## src/rtl/gemm_feeder_pkg.sv

```systemverilog
// Shared types and default sizing for the GEMM tile feeder.
//   state_e : sequencer states
//   tile_t  : packed tile as delivered by the operand read ports (default sizing)
package gemm_feeder_pkg;

   localparam int unsigned InDataWidthDef = 8;
   localparam int unsigned SqDimDef       = 4;
   localparam int unsigned AddrWidthDef   = 16;
   localparam int unsigned KWidthDef      = 16;
   localparam int unsigned MacLatencyDef  = 1;

   localparam int unsigned TileBits = SqDimDef * SqDimDef * InDataWidthDef;

   typedef logic [TileBits-1:0] tile_t;

   typedef enum logic [2:0] {
      IDLE,
      CLEAR,
      ISSUE,
      DRAIN,
      DONE
   } state_e;

endpackage

```

## src/rtl/feeder_fetch_pipe.sv

```systemverilog
// Req-to-valid delay line and unpack registers for one operand port.
//   clk, rst : clock, synchronous active-high reset
//   req      : read request issued this cycle (rdata arrives next cycle)
//   rdata    : tile-wide read data
//   pend     : a read is in flight (rdata is valid this cycle)
//   valid    : unpacked tile on data is a valid beat
//   data     : unpacked signed tile, holds its value between beats
module feeder_fetch_pipe #(
   parameter int unsigned InDataWidth = 8,
   parameter int unsigned sqDim       = 4
) (
   input  logic                                clk,
   input  logic                                rst,
   input  logic                                req,
   input  logic [sqDim*sqDim*InDataWidth-1:0]  rdata,
   output logic                                pend,
   output logic                                valid,
   output logic signed [InDataWidth-1:0]       data [sqDim][sqDim]
);

   // Capture rdata the cycle after req; present it one cycle later.
   always_ff @(posedge clk) begin
      if (rst) begin
         pend  <= 1'b0;
         valid <= 1'b0;
         for (int r = 0; r < int'(sqDim); r++) begin
            for (int c = 0; c < int'(sqDim); c++) begin
               data[r][c] <= '0;
            end
         end
      end else begin
         pend  <= req;
         valid <= pend;
         if (pend) begin
            for (int r = 0; r < int'(sqDim); r++) begin
               for (int c = 0; c < int'(sqDim); c++) begin
                  data[r][c] <= rdata[(r*int'(sqDim)+c)*int'(InDataWidth) +: InDataWidth];
               end
            end
         end
      end
   end

endmodule

```

## src/rtl/gemm_tile_feeder.sv

```systemverilog
// Operand sequencer for the tile MAC array: walks K, fetches A/B tiles,
// and streams unpacked operand beats with init_save/acc_clr/done framing.
//   clk_i, rst_i            : clock, synchronous active-high reset
//   start_i + config inputs : job launch (config latched on accept)
//   hold_i                  : suppresses new fetches while high
//   a_/b_ req/addr/rdata    : tile read ports, 1-cycle read latency
//   a_/b_ data/valid        : operand beats to the array
//   init_save_o, acc_clr_o  : first-beat marker, accumulator clear pulse
//   busy_o, done_o          : job in progress, completion pulse
//   MacLatency must be at least 1.
module gemm_tile_feeder
   import gemm_feeder_pkg::*;
#(
   parameter int unsigned InDataWidth = InDataWidthDef,
   parameter int unsigned sqDim       = SqDimDef,
   parameter int unsigned AddrWidth   = AddrWidthDef,
   parameter int unsigned KWidth      = KWidthDef,
   parameter int unsigned MacLatency  = MacLatencyDef
) (
   input  logic                                clk_i,
   input  logic                                rst_i,
   input  logic                                start_i,
   input  logic [KWidth-1:0]                   k_tiles_i,
   input  logic [AddrWidth-1:0]                a_base_i,
   input  logic [AddrWidth-1:0]                b_base_i,
   input  logic [AddrWidth-1:0]                a_stride_i,
   input  logic [AddrWidth-1:0]                b_stride_i,
   input  logic                                hold_i,
   output logic                                a_req_o,
   output logic                                b_req_o,
   output logic [AddrWidth-1:0]                a_addr_o,
   output logic [AddrWidth-1:0]                b_addr_o,
   input  logic [sqDim*sqDim*InDataWidth-1:0]  a_rdata_i,
   input  logic [sqDim*sqDim*InDataWidth-1:0]  b_rdata_i,
   output logic signed [InDataWidth-1:0]       a_data_o [sqDim][sqDim],
   output logic signed [InDataWidth-1:0]       b_data_o [sqDim][sqDim],
   output logic                                a_valid_o,
   output logic                                b_valid_o,
   output logic                                init_save_o,
   output logic                                acc_clr_o,
   output logic                                busy_o,
   output logic                                done_o
);

   localparam int unsigned DrainW = (MacLatency > 1) ? $clog2(MacLatency) : 1;

   state_e                 state;
   logic [KWidth-1:0]      k_tiles_q;
   logic [KWidth-1:0]      k_cnt;
   logic [AddrWidth-1:0]   a_ptr;
   logic [AddrWidth-1:0]   b_ptr;
   logic [AddrWidth-1:0]   a_stride_q;
   logic [AddrWidth-1:0]   b_stride_q;
   logic [DrainW-1:0]      drain_cnt;
   logic                   first_beat;
   logic                   a_pend;
   logic                   b_pend;
   logic                   pipe_empty_c;

   // Nothing requested, in flight, or being presented on either port.
   assign pipe_empty_c = !a_req_o && !b_req_o && !a_pend && !b_pend
                         && !a_valid_o && !b_valid_o;

   // Sequencer: state, counters, address walk and framing outputs.
   always_ff @(posedge clk_i) begin
      if (rst_i) begin
         state       <= IDLE;
         k_tiles_q   <= '0;
         k_cnt       <= '0;
         a_ptr       <= '0;
         b_ptr       <= '0;
         a_stride_q  <= '0;
         b_stride_q  <= '0;
         drain_cnt   <= '0;
         first_beat  <= 1'b0;
         a_req_o     <= 1'b0;
         b_req_o     <= 1'b0;
         a_addr_o    <= '0;
         b_addr_o    <= '0;
         init_save_o <= 1'b0;
         acc_clr_o   <= 1'b0;
         busy_o      <= 1'b0;
         done_o      <= 1'b0;
      end else begin
         a_req_o   <= 1'b0;
         b_req_o   <= 1'b0;
         acc_clr_o <= 1'b0;
         done_o    <= 1'b0;

         // The first capture of a job becomes the init_save beat next cycle.
         init_save_o <= a_pend && first_beat;
         if (a_pend) first_beat <= 1'b0;

         unique case (state)
            IDLE: begin
               if (start_i) begin
                  k_tiles_q  <= k_tiles_i;
                  a_ptr      <= a_base_i;
                  b_ptr      <= b_base_i;
                  a_stride_q <= a_stride_i;
                  b_stride_q <= b_stride_i;
                  first_beat <= 1'b1;
                  busy_o     <= 1'b1;
                  state      <= CLEAR;
               end
            end
            CLEAR: begin
               acc_clr_o <= 1'b1;
               k_cnt     <= '0;
               drain_cnt <= '0;
               state     <= (k_tiles_q != '0) ? ISSUE : DRAIN;
            end
            ISSUE: begin
               // Running pointer equals base + k_cnt*stride modulo 2^AddrWidth.
               if (!hold_i) begin
                  a_req_o  <= 1'b1;
                  b_req_o  <= 1'b1;
                  a_addr_o <= a_ptr;
                  b_addr_o <= b_ptr;
                  a_ptr    <= a_ptr + a_stride_q;
                  b_ptr    <= b_ptr + b_stride_q;
                  k_cnt    <= k_cnt + KWidth'(1);
                  if (k_cnt == k_tiles_q - KWidth'(1)) state <= DRAIN;
               end
            end
            DRAIN: begin
               // Empty job finishes at once; otherwise wait out the MAC latency.
               if ((k_tiles_q == '0) ||
                   (pipe_empty_c && (drain_cnt == DrainW'(MacLatency - 1)))) begin
                  done_o <= 1'b1;
                  busy_o <= 1'b0;
                  state  <= DONE;
               end else if (pipe_empty_c) begin
                  drain_cnt <= drain_cnt + DrainW'(1);
               end
            end
            DONE: begin
               state <= IDLE;
            end
            default: begin
               state <= IDLE;
            end
         endcase
      end
   end

   feeder_fetch_pipe #(
      .InDataWidth (InDataWidth),
      .sqDim       (sqDim)
   ) u_fetch_a (
      .clk   (clk_i),
      .rst   (rst_i),
      .req   (a_req_o),
      .rdata (a_rdata_i),
      .pend  (a_pend),
      .valid (a_valid_o),
      .data  (a_data_o)
   );

   feeder_fetch_pipe #(
      .InDataWidth (InDataWidth),
      .sqDim       (sqDim)
   ) u_fetch_b (
      .clk   (clk_i),
      .rst   (rst_i),
      .req   (b_req_o),
      .rdata (b_rdata_i),
      .pend  (b_pend),
      .valid (b_valid_o),
      .data  (b_data_o)
   );

endmodule

```

## config.mk

```make
export PLATFORM = sky130hd
export DESIGN_NAME = gemm_tile_feeder
export DESIGN_NICKNAME = d
export VERILOG_FILES = /design/src/rtl/gemm_feeder_pkg.sv /design/src/rtl/feeder_fetch_pipe.sv /design/src/rtl/gemm_tile_feeder.sv
export SDC_FILE = /design/constraint.sdc
export NUM_CORES = 1
export LEC_CHECK = 0
export ABC_AREA = 1
export BUFFER_PORTS_ARGS = -buffer_cell sky130_fd_sc_hd__buf_4
export CORE_AREA = 2 2 246 248
export DETAILED_ROUTE_END_ITERATION = 8
export DIE_AREA = 0 0 248 250
export PLACE_DENSITY = 0.54
export SETUP_SLACK_MARGIN = 0.1
export SLEW_MARGIN = 20
export SYNTH_ARGS = -nofsm -noshare
export SYNTH_HDL_FRONTEND = slang
export SYNTH_SLANG_ARGS = --single-unit
```

## constraint.sdc

```tcl
create_clock -name clk_i -period 4.7 [get_ports clk_i]
set_input_delay 0.235 -clock clk_i [delete_from_list [all_inputs] [get_ports clk_i]]
set_output_delay 0.235 -clock clk_i [all_outputs]
set_load 0.005 [all_outputs]
```

**After elaboration in Yosys (flattened, before gate mapping)**

Cells that the tools add are included.

- Logic and storage cells: 121
- Bits in registers: 396
- Output and inout port bits: 296
- Bits of input ports: 340

- Bitwise gates (word level): 4
- Muxes and demuxes: 26
- Add/sub/neg operators: 5
- Reductions and logical operators: 26
- Equality and inequality tests: 10

Operators with widths:

| cell | count |
|---|---|
| 16-bit case mux with 2 select lines | 3 |
| 16-bit two-way mux | 5 |
| 16-bit adder | 2 |
| 16-bit by 1-bit adder with 16-bit output, second input constant | 1 |
| 16-bit equality test | 1 |
| 16-bit zero test | 1 |
| 16-bit nonzero test | 1 |
| 16-bit by 1-bit subtractor with 16-bit output, second input constant | 1 |
| 3-bit two-way mux | 4 |
| 2-bit inequality test, second input constant | 6 |
| 3-bit case mux with 4 select lines | 1 |
| 1-bit two-way mux | 11 |
| 3-bit AND reduction | 3 |
| 2-bit nonzero test | 4 |
| 3-bit by 2-bit equality test with 1-bit output, second input constant | 2 |
| 1-bit logical AND | 6 |
| 2-bit AND reduction | 3 |
| 1-bit inverter | 4 |
| 1-bit case mux with 2 select lines | 2 |
| 4-bit AND reduction | 1 |
| 2-bit OR reduction | 2 |
| 3-bit by 1-bit equality test with 1-bit output, second input constant | 1 |
| 1-bit zero test | 3 |
| 3-bit zero test | 1 |
| 2 further kinds | 2 |

**Longest topological paths before layout**

- Depth after elaboration: 9
- Mapped depth: 16

**By module**

Synthesis repeated with hierarchy kept, for this count alone.

- Cell total of the unflattened synthesis: 2717
- Area total of the unflattened synthesis: 18167.4 µm²

Modules (own cells, without submodules):

| module | instances | cells each | area each (µm²) |
|---|---|---|---|
| feeder_fetch_pipe | 2 | 818 | 5401.4 |
| gemm_tile_feeder | 1 | 1081 | 7364.6 |

**Least setup slack after synthesis**

OpenSTA, ideal clock, no wires.

- Path kind: register to register
- Start point: reg a_ptr[0]
- End point: reg a_ptr[10]
- Buffers on the path: 0
- Cell stages (with the launch flop): 14
- Slack: 2827 ps
- Data arrival time: 1803 ps
- Data required time: 4630 ps
- Library setup time: 70 ps
- Period minus slack after synthesis: 1873 ps
- Cells stage by stage: dfxtp_1 -> ha_1 -> inv_1 -> fa_1 -> inv_1 -> nand3_1 -> nand2_1 -> a21oi_1 -> nor2_1 -> nand3_1 -> a21o_1 -> nand3_1 -> nand2_1 -> a21oi_1

- Longest elaborated chain between the ends: 3

RTL lines:

| what | line | text |
|---|---|---|
| from (decl) | gemm_tile_feeder.sv:50 | `logic [AddrWidth-1:0] a_ptr;` |
| from (signal assigned) | gemm_tile_feeder.sv:98 | `a_ptr <= a_base_i;` |
| from (signal assigned) | gemm_tile_feeder.sv:120 | `a_ptr <= a_ptr + a_stride_q;` |
| 16-bit adder | gemm_tile_feeder.sv:120 |  |
| 16-bit two-way mux | gemm_tile_feeder.sv:115 | `if (!hold_i) begin` |
| 16-bit case mux with 2 select lines | gemm_tile_feeder.sv:94 | `unique case (state)` |

Every way passes these cells. The select of a mux whose other input is x is not followed.
A chain may end at the register's enable or synchronous reset.

**Worst setup path in the final report**

- Start point: reg state[2]
- End point: reg a_ptr[1]

- Longest elaborated chain between the ends: 3
- Elaborated cells between the ends (all ways): 7

RTL lines:

| what | line | text |
|---|---|---|
| from (decl) | gemm_tile_feeder.sv:47 | `state_e state;` |
| from (signal assigned) | gemm_tile_feeder.sv:111 | `state <= (k_tiles_q != '0) ? ISSUE : DRAIN;` |
| 3-bit by 2-bit equality test with 1-bit output or 3-bit zero test (tied branches) | gemm_tile_feeder.sv:94 |  |
| 2-bit inequality test (no source line) or 2-bit nonzero test (tied branches) | -- |  |
| 3-bit AND reduction (no source line) | -- |  |

Parallel ways exist; a longest one is shown, timed or not.

==> flow_metrics.env <==
export IMPL_drv_slew=0
export IMPL_crit_path_start_kind="register"
export IMPL_critical_path_depth=8
export IMPL_clkSlewWorstSetupHoldPaths_ns=0.06
export IMPL_multi_input_area_um2=7380
export IMPL_grt_antenna_before_repair=12
export IMPL_cts_tree="yes"
export IMPL_tightestPinTransition_ns=1.07
export IMPL_setup_tns_final_ns=0
export IMPL_cp_arrival_ns=3.12
export IMPL_dr_pass1_iters=7
export IMPL_final_setup_skew_ns=0.00825
export IMPL_grt_max_degree=169
export IMPL_min_period_over_period_pct=57.9
export IMPL_grt_pass1_wl_um=104000
export IMPL_synth_avg_cell_area_um2=7.34
export IMPL_clkPwrFrac_pct=37.1
export IMPL_setup_worst_path_class="reg -> reg"
export IMPL_cts_path_max_buffers=3
export IMPL_setup_viol=0
export IMPL_cp_top_family="simple AND/OR/NAND/NOR gates"
export IMPL_worst_path_buf_inv=2
export IMPL_ir_drop_mv=0.304
export IMPL_via_per_inst=4.65
export IMPL_fin_nets=3467
export IMPL_path_cells="nor2_1 -> inv_2 -> nor2_8 -> nand2_4 -> nand2_1 -> inv_2 -> a211oi_1 -> a211oi_1"
export IMPL_synth_cell_types=38
export IMPL_netlist_area_um2=16300
export IMPL_syn_inst=2217
export IMPL_worstHoldPathType="in -> reg"
export IMPL_slew_headroom_pct=28.3
export IMPL_hold_viol_final=0
export IMPL_internal_power_uw=6850
export IMPL_grtUsageTotal_pct=21.2
export IMPL_wl_um=68200
export IMPL_status="finished, final reports clean"
export IMPL_seq_power_share_pct=38.8
export IMPL_dpl_hpwl_um=47200
export IMPL_power_density_nw_per_um2=379
export IMPL_numCtsBuffers=47
export IMPL_syn_num_nets=2591
export IMPL_min_period_ns=2.72
export IMPL_holdPathStages=3
export IMPL_grt_overflow=0
export IMPL_die_area_um2=62000
export IMPL_fp_coreArea_um2=59600
export IMPL_clk_latency_ns=0.56
export IMPL_slowest_stage="nand2_1"
export IMPL_critPathMaxFanout=35
export IMPL_numPortBuffers=635
export IMPL_utilization_pct=44.2
export IMPL_wl_per_cell_um=17.4
export IMPL_area_growth_pct=61.9
export IMPL_fill_cells=5894
export IMPL_synth_seq_cells=396
export IMPL_p_switching_uw=3120
export IMPL_clock_sinks=396
export IMPL_ioPinCount=636
export IMPL_worstPathRequired_ns=5.10
export IMPL_yosys_warnings=0
export IMPL_drive_above_1_share_pct=24.2
export IMPL_initial_core_util_pct=27.3
export IMPL_ys_seq_area_share_pct=48.7
export IMPL_swShare_pct=31.3
export IMPL_leakage_uw=0.0124
export IMPL_die_y_um=250
export IMPL_ff2ff_path_depth=8
export IMPL_num_rows=90
export IMPL_cts_setup_buffers=0
export IMPL_seq_area_um2=7930
export IMPL_post_route_drc_count=0
export IMPL_worst_path_largest_cell_delay_ns=0.91
export IMPL_cap_violations=0
export IMPL_rsz0062_at_grt="false"
export IMPL_fmax_mhz=368
export IMPL_combPwrFrac_pct=24.1
export IMPL_grt_pass1_vias=18600
export IMPL_htree_levels=2
export IMPL_ant_nets=0
export IMPL_cts_root_buf="clkbuf_16"
export IMPL_route_vias_total=18200
export IMPL_drt_iter0_markers=1110
export IMPL_fp_dieW_um=248
export IMPL_end_kind="register"
export IMPL_place_gp_congestion=0.912
[tightest hold or removal path, cell delays in order]
cell	delay, ns
buf_4	0.09
a211oi_1	0.06
a211oi_1	0.17
[cell usage in the layout, fill, tap and decap left out, types with 49 or more instances in the layout]
cell and instances:
clkbuf_16 49, dfxtp_1 395, nor2_1 580, a21oi_1 142, nand3_1 124, dlygate4sd3_1 319
inv_1 98, nand2_1 263, o21ai_0 314, buf_4 647
[timing repair]
action / in CTS / in global routing
hold buffers: 319 / 0
setup endpoints to repair: 0 / 0
gates resized for setup: 0 / 0
hold endpoints to repair: 319 / 0
[layer usage]
metal	track usage, %	wire length [um]	vias to the layer above
met5	0	30	-
met4	6.81	1970	4
met3	6.17	5140	125
met2	36.9	33500	589
met1	24.7	27600	8517
li1	-	-	8984
[power groups by stage]
| stage | clock network [uW] | logic, uW | registers [uW] |
|---|---|---|---|
| after global routing | 3930 | 2680 | 3910 |
| final | 3690 | 2410 | 3870 |
| after CTS | 3790 | 2410 | 3870 |
| after global placement | 0 | 2130 | 3930 |
| after floorplan | 0 | 1390 | 3870 |
| after detailed placement | 0 | 2160 | 3940 |
[logic make-up after synthesis]
family                   Yosys count  synth area share (%)
AO/OA/AOI/OAI                    505                  16.1
XOR/XNOR                          23                  1.24
adder cells (fa/ha/maj)           34                  2.71
buffers and inverters            245                  5.90
flip-flops                       396                  48.7
AND/OR/NAND/NOR                 1014                  25.3
[worst paths after layout]
| kind | from | endpoint | slack [ns] |
|---|---|---|---|
| setup / recovery | state[2] | a_ptr[1] | 1.98 |
| hold reg to reg | first_beat | init_save_o | 0.44 |
| hold / removal | b_base_i[1] | b_ptr[1] | 0.05 |
| setup reg to reg | state[2] | a_ptr[1] | 1.98 |
[synthesized netlist by cell type, drive strengths merged]
master  number  area, um^2
a211oi       5        37.5
a21o         4        30.0
a21oi      142         711
a311oi       1        8.76
a31oi       17         106
buf         32         160
clkbuf     107         402
clkinv       3        11.3
dfxtp      396        7930
fa           2        40.0
ha          32         400
inv        103         387
nand2      268        1030
nand3      125         631
nand3b       5        37.5
nand4        5        31.3
nor2       589        2250
nor3        13        75.1
o21a         3        22.5
o21ai      318        1590
o21bai      12        90.1
o221ai       1        8.76
o311ai       1        8.76
o31ai        1        7.51
or2          9        56.3
xnor2       11        96.3
xor2        12         105
[registers in the layout (all words and copies together), names as in the netlist]
name,cells
u_fetch_a.data,128
u_fetch_b.data,128
a_addr_o,16
a_ptr,16
a_stride_q,16
b_addr_o,16
b_ptr,16
b_stride_q,16
k_cnt,16
k_tiles_q,16
state,3
acc_clr_o,1
b_req_o,1
busy_o,1
done_o,1
drain_cnt,1
first_beat,1
init_save_o,1
u_fetch_b.pend,1
u_fetch_b.valid,1
[layout make-up]
| class | instances | area share (%) |
|---|---|---|
| sequential | 396 | 30.1 |
| inverter | 106 | 1.57 |
| timing repair buffer | 966 | 30.6 |
| antenna | 10 | 0.0950 |
| multi-input combinational | 1576 | 28.0 |
| clock inverter | 17 | 0.575 |
| tap | 782 | 3.72 |
| clock buffer | 66 | 5.32 |
[through the flow]
step / cell area [um^2] / worst slack, ns / std cells / hold WS, ns / power (uW)
2_1_floorplan: 16300 / 2.83 / 2217 / 0.370 / 5270
3_3_place_gp: 21600 / 2.02 / 3507 / 0.425 / 6060
3_5_place_dp: 21600 / 2.02 / 3507 / 0.430 / 6100
4_1_cts: 26300 / 1.99 / 3909 / 0.00257 / 10100
5_1_grt: 26300 / 1.74 / 3919 / 0.0435 / 10500
6_report: 26300 / 1.98 / 3919 / 0.0498 / 9970
(Power assumes the default switching activity.)
